**src/rtl/sqrt_rom_reader.sv**
```systemverilog
// sqrt_rom_reader: read-side front-end for the sqrt lookup ROM.
// Accepts addresses over valid/ready, drives the ROM address, tracks the
// fixed ROM read latency with a valid shift register and captures returned
// words into a first-word-fall-through result FIFO. Issue is credit-based:
// a request is accepted only while in-flight reads plus buffered results
// leave room in the FIFO, so no ROM word is ever dropped.
// Optional build macro SQRT_ROM_READER_ADDR_ECHO_EN adds rsp_addr, which
// carries each result's original request address alongside rsp_data.
module sqrt_rom_reader #(
    parameter int unsigned ADDR_WIDTH = 10,
    parameter int unsigned DATA_WIDTH = 32,
    parameter int unsigned RD_LATENCY = 2,
    parameter int unsigned FIFO_DEPTH = 4
) (
    input  logic                          clk,
    input  logic                          rst,
    input  logic                          req_valid,
    output logic                          req_ready,
    input  logic [ADDR_WIDTH-1:0]         req_addr,
    output logic                          rsp_valid,
    input  logic                          rsp_ready,
    output logic [DATA_WIDTH-1:0]         rsp_data,
    output logic [ADDR_WIDTH-1:0]         rom_addr,
    output logic                          rom_clk_en,
    output logic                          rom_rd_oce,
    input  logic [DATA_WIDTH-1:0]         rom_rd_data,
    output logic [$clog2(FIFO_DEPTH):0]   level
`ifdef SQRT_ROM_READER_ADDR_ECHO_EN
    ,
    output logic [ADDR_WIDTH-1:0]         rsp_addr
`endif
);

    localparam int unsigned PtrW   = $clog2(FIFO_DEPTH);
    localparam int unsigned LevelW = PtrW + 1;
    localparam logic [LevelW-1:0] DepthL = LevelW'(FIFO_DEPTH);

    logic [RD_LATENCY-1:0]  vld_q;
    logic [DATA_WIDTH-1:0]  mem_q [FIFO_DEPTH];
    logic [PtrW-1:0]        wr_ptr_q, wr_ptr_d;
    logic [PtrW-1:0]        rd_ptr_q, rd_ptr_d;
    logic [LevelW-1:0]      count_q, count_d;
    logic [LevelW-1:0]      inflight;
    logic                   accept;
    logic                   push;
    logic                   pop;

    // ROM samples every edge; only accepted edges are tracked as reads.
    assign rom_addr   = req_addr;
    assign rom_clk_en = 1'b1;
    assign rom_rd_oce = 1'b1;

    // Popcount of the latency pipeline = reads issued but not yet captured.
    always_comb begin
        inflight = '0;
        for (int i = 0; i < int'(RD_LATENCY); i++) begin
            inflight = inflight + LevelW'(vld_q[i]);
        end
    end

    // Credit check uses registered state only, so a same-cycle pop frees a
    // slot no earlier than the following cycle.
    assign level     = inflight + count_q;
    assign req_ready = !rst && (level < DepthL);
    assign accept    = req_valid && req_ready;
    assign push      = vld_q[RD_LATENCY-1];
    assign rsp_valid = (count_q != '0);
    assign pop       = rsp_valid && rsp_ready;
    assign rsp_data  = mem_q[rd_ptr_q];

    // Next-state for FIFO pointers and occupancy; pointers wrap naturally.
    always_comb begin
        wr_ptr_d = wr_ptr_q;
        rd_ptr_d = rd_ptr_q;
        count_d  = count_q;
        if (push) begin
            wr_ptr_d = wr_ptr_q + 1'b1;
        end
        if (pop) begin
            rd_ptr_d = rd_ptr_q + 1'b1;
        end
        unique case ({push, pop})
            2'b10:   count_d = count_q + 1'b1;
            2'b01:   count_d = count_q - 1'b1;
            default: count_d = count_q;
        endcase
    end

    // Latency pipeline, FIFO storage and pointer state.
    always_ff @(posedge clk or posedge rst) begin
        if (rst) begin
            vld_q    <= '0;
            wr_ptr_q <= '0;
            rd_ptr_q <= '0;
            count_q  <= '0;
            for (int i = 0; i < int'(FIFO_DEPTH); i++) begin
                mem_q[i] <= '0;
            end
        end else begin
            vld_q[0] <= accept;
            for (int i = 1; i < int'(RD_LATENCY); i++) begin
                vld_q[i] <= vld_q[i-1];
            end
            if (push) begin
                mem_q[wr_ptr_q] <= rom_rd_data;
            end
            wr_ptr_q <= wr_ptr_d;
            rd_ptr_q <= rd_ptr_d;
            count_q  <= count_d;
        end
    end

`ifdef SQRT_ROM_READER_ADDR_ECHO_EN
    logic [ADDR_WIDTH-1:0] addr_sr_q  [RD_LATENCY];
    logic [ADDR_WIDTH-1:0] addr_mem_q [FIFO_DEPTH];

    assign rsp_addr = addr_mem_q[rd_ptr_q];

    // Request address travels beside the valid pipeline and lands in a
    // parallel FIFO slot, so it stays aligned with rsp_data.
    always_ff @(posedge clk or posedge rst) begin
        if (rst) begin
            for (int i = 0; i < int'(RD_LATENCY); i++) begin
                addr_sr_q[i] <= '0;
            end
            for (int i = 0; i < int'(FIFO_DEPTH); i++) begin
                addr_mem_q[i] <= '0;
            end
        end else begin
            addr_sr_q[0] <= req_addr;
            for (int i = 1; i < int'(RD_LATENCY); i++) begin
                addr_sr_q[i] <= addr_sr_q[i-1];
            end
            if (push) begin
                addr_mem_q[wr_ptr_q] <= addr_sr_q[RD_LATENCY-1];
            end
        end
    end
`endif

`ifndef SYNTHESIS
    // Credit accounting must make a push into a full FIFO impossible.
    a_no_push_when_full: assert property (
        @(posedge clk) disable iff (rst) push |-> (count_q != DepthL)
    );
`endif

endmodule

```
**config.mk**
```make
export PLATFORM = sky130hd
export DESIGN_NAME = sqrt_rom_reader
export DESIGN_NICKNAME = d
export VERILOG_FILES = /design/src/rtl/sqrt_rom_reader.sv
export SDC_FILE = /design/constraint.sdc
export NUM_CORES = 1
export LEC_CHECK = 0
export ABC_AREA = 1
export BUFFER_PORTS_ARGS = -buffer_cell sky130_fd_sc_hd__buf_4
export CORE_MARGIN = 4
export CORE_UTILIZATION = 45
export DETAILED_ROUTE_END_ITERATION = 6
export GPL_ROUTABILITY_DRIVEN = 0
export PLACE_DENSITY = 0.72
export SLEW_MARGIN = 20
export SYNTH_ARGS = -nofsm -noshare
export SYNTH_HDL_FRONTEND = slang
export SYNTH_SLANG_ARGS = --single-unit
export TNS_END_PERCENT = 50
```
**constraint.sdc**
```tcl
create_clock -name clk -period 3.7 [get_ports clk]
set_input_delay 0 -clock clk [delete_from_list [all_inputs] [get_ports clk]]
set_output_delay 0 -clock clk [all_outputs]
set_load 0.005 [all_outputs]
```
==> flow_results.org <==
** Synthesis
- Cell area after synthesis :: 6520 um^2
- Number of library cell types mapped by synthesis :: 21
- Per-instance average area after synthesis :: 8.51 um^2
- Flip-flop and latch count after synthesis :: 137
- Portion of the post-synthesis area used by sequential elements :: 52.6%
- Biggest area contributors in the synthesized netlist :: dfrtp_1 (53%), nand2_1 (14%), o21ai_1 (9.8%), o211ai_1 (7.4%), inv_1 (6.6%)
- The Yosys step of the flow raised 0 warnings.
- Of all cell types, the one taking the most synthesized area is dfrtp_1.
- After technology mapping, the gate count stands at 766.
- Portion of synthesized cell area occupied by the leading cell type :: 52.6%

** Pwr
- Dividing total power by cell area gives a power density of 912 nW/um^2.
- Summed over all cells, the static leakage comes to 0.00414 uW.
- Largest vdd supply drop :: 437 uV

** Route
- The count of nets left with antenna violations once routing finished came out at 0.
- Dividing the detail-routed wire length by the instance count gives 13.2 um.
- Via count :: 5,069
- The first detailed-routing pass took 4 iterations.
- DRC errors left :: 0
- Average via count per standard cell :: 4.90
- Number of violations reported at the end of detailed-routing iteration 0 :: 250
- Aggregate routed wire length :: 13.6 mm

** STA
- Final critical-path required period :: 2.35 ns
- In the final timing run, aggregate negative setup slack is 0 ns.
- Final hold analysis gives a worst-case slack of 0.00000176 ns.
- The worst pin sits at a relative slew slack of 49.9%.
- RSZ-0062 raised after global routing :: false
- Setup Skew :: 0.00744 ns
- The count of pins over their slew limit is 0.
- At the pin with the least slew margin, the transition time is 0.752 ns.
- Static timing analysis puts the maximum clock frequency at 0.425 GHz.
- Final cycle utilization of the critical path :: 63.6%
- The count of final hold-check violations was 0.
- Setup violations remaining at the end of the flow were counted as 0.

** Cells and area
- Share of cells above drive strength 1 :: 13.0%
- The number of antenna diodes in the final layout is 0.
- Area growth from synthesis to layout :: 20.7%
- The net count of the finished layout is 895.

** Floorplanning
- In this run the horizontal extent of the chip is 128 um.
- Area of the placeable core :: 14,000 um^2
- The die is 128 um tall.
- Standard-cell rows :: 43
- I/O pins :: 95
- The die covers 16,500 um^2.
- Initial cell density of the core :: 46.4%

** Global route
- Met2 routing resource usage after global routing :: 29.9%
- Global routing used 18.1% of the available tracks across all layers.
- Summed over all layers, the global routing overflow is 0.
- The via count of the first global-routing pass was 5,005.
- In the global route stage, met1 resource usage came out at 23.3%.
- Largest net degree at the start of global routing :: 86
- Wire length of the first global-routing pass :: 23.9 mm
- Global routing used 4.82% of the available met3 tracks.
- The initial antenna violation count came to 0.
- met2 is the most crowded layer.

** Setup path
- STA puts the critical path data required time at 4.06 ns.
- The worst setup path is of the register to register kind.
- In this run the worst path has a maximum fanout of 8.
- The worst setup path is captured at a register.
- Crit path launch type :: register
- At the worst endpoint, the arrival time is 2.71 ns.

** Clock tree
- H-tree levels :: 4
- TritonCTS built the clock tree.
- Clock transition time at the flip-flop clock pins of the worst setup and hold paths :: 0.06 ns
- Number of buffers created by CTS :: 17
- Clock latency on the worst-skew pair :: 0.42 ns
- Number of buffers inserted to repair setup after CTS :: 0
- CTS Root Cell :: clkbuf_16
- Count of clock tree sinks :: 137
- The longest clock path from root to sink contains 2 buffers.

** Placement
- Detailed placement ended at an HPWL of 7.98 mm.
- The count of buffers added on input and output ports is 72.

** Min path
- Worst min path class :: input pin to output port

** Status
- The flow ran to the end, and the final reports show no timing, DRC or antenna violations.

** Run
- Max-cap violations in this run came to 0.
## worst max-delay path, cell delays in order, from the launching register on
cell and delay (ns):
dfrtp_1 0.63, inv_1 0.17, fa_1 0.41, inv_1 0.06
ha_1 0.15, inv_1 0.04, nand2_1 0.05, nand2_1 0.09
nor3_1 0.12, dlygate4sd3_1 0.55
## metal layers
metal,vias to the layer above,wire length (um)
li1,2573,-
met1,2371,6290
met2,106,6510
met3,19,622
met4,0,214
met5,-,0
## per-stage QoR
stage	cell area (um^2)	instances	power, uW	setup slack (ns)	utilization [%]
2_1_floorplan	6520	767	4640	0.0322	-
3_3_place_gp	6930	967	5440	1.88	49.3
3_5_place_dp	6930	967	5530	1.85	49.3
4_1_cts	7860	1034	7250	1.31	56.0
5_1_grt	7870	1034	7850	1.13	56.0
6_report	7870	1034	7180	1.35	56.0
## cell usage in the layout (no fill, tap or decap), drive strengths merged, types with 3 or more instances in the layout
master	synthesis	layout
nand2	244	244
o21ai	130	130
o211ai	64	64
dfrtp	137	137
inv	115	114
nand3	4	4
ha	6	6
clkbuf	3	26
dlygate4sd3	0	35
clkinvlp	0	3
buf	55	78
## what timing repair did
item / 4_1_cts / 5_1_grt
endpoints found under the hold margin: 214 / 0
hold buffers: 35 / 0
resized for setup: 0 / 0
## registers in the layout (all words and copies together), names as in the netlist
register	cells
count_q	3
rd_ptr_q	2
vld_q	2
wr_ptr_q	2
mem_q	128
## power breakdown
group	switching, uW	internal [uW]	leakage [uW]	total, uW
Combinational	1540	1300	0.00222	2850
Sequential	404	2260	0.00164	2660
Clock	603	1060	0.000277	1670
## Yosys cell counts
library cell and n:
nand2_1 240, xor2_1 1, nand4_1 1, inv_2 1, dfrtp_1 137, conb_1 1
nand3_1 4, xnor2_1 1, o21ai_1 128, inv_1 114, fa_1 2, buf_4 16
buf_6 13, buf_2 26, ha_1 6, o211ai_1 64, nor3_1 1, clkbuf_1 3
nand2_4 4, nor2_1 1, o21ai_0 2
## kinds of logic after synthesis
logic type	count (synthesis)	synth area share [%]
flip-flops	137	52.6
AO/OA/AOI/OAI	194	17.4
XOR/XNOR	2	0.269
other	1	0.0575
adder cells (fa/ha/maj)	8	1.77
AND/OR/NAND/NOR	251	15.1
buffers and inverters	173	12.9
## layout make-up
class | count | area (um^2)
multi-input cells | 457 | 2250
inverters | 115 | 438
flip-flops and latches | 137 | 3430
repair buffers | 113 | 936
clock buffers | 26 | 499
fillers | 1258 | 6180
well taps | 180 | 225
clock inverters | 6 | 87.6
## worst paths after layout
check	from	to	slack [ns]	cells past startpoint
worst max-delay path	vld_q[1]$_DFF_PP0_	vld_q[0]$_DFF_PP0_	1.35	9
worst min-delay path	req_addr[6]	rom_addr[6]	0.000002	0
worst max register to register	vld_q[1]$_DFF_PP0_	vld_q[0]$_DFF_PP0_	1.35	9
worst min register to register	vld_q[0]$_DFF_PP0_	vld_q[1]$_DFF_PP0_	0.40	0
max in group asynchronous	rst	mem_q[111]$_DFFE_PP0P_	2.45	4
min in group asynchronous	rst	vld_q[0]$_DFF_PP0_	0.30	3
No activity file was read; power rests on OpenSTA's default activity.
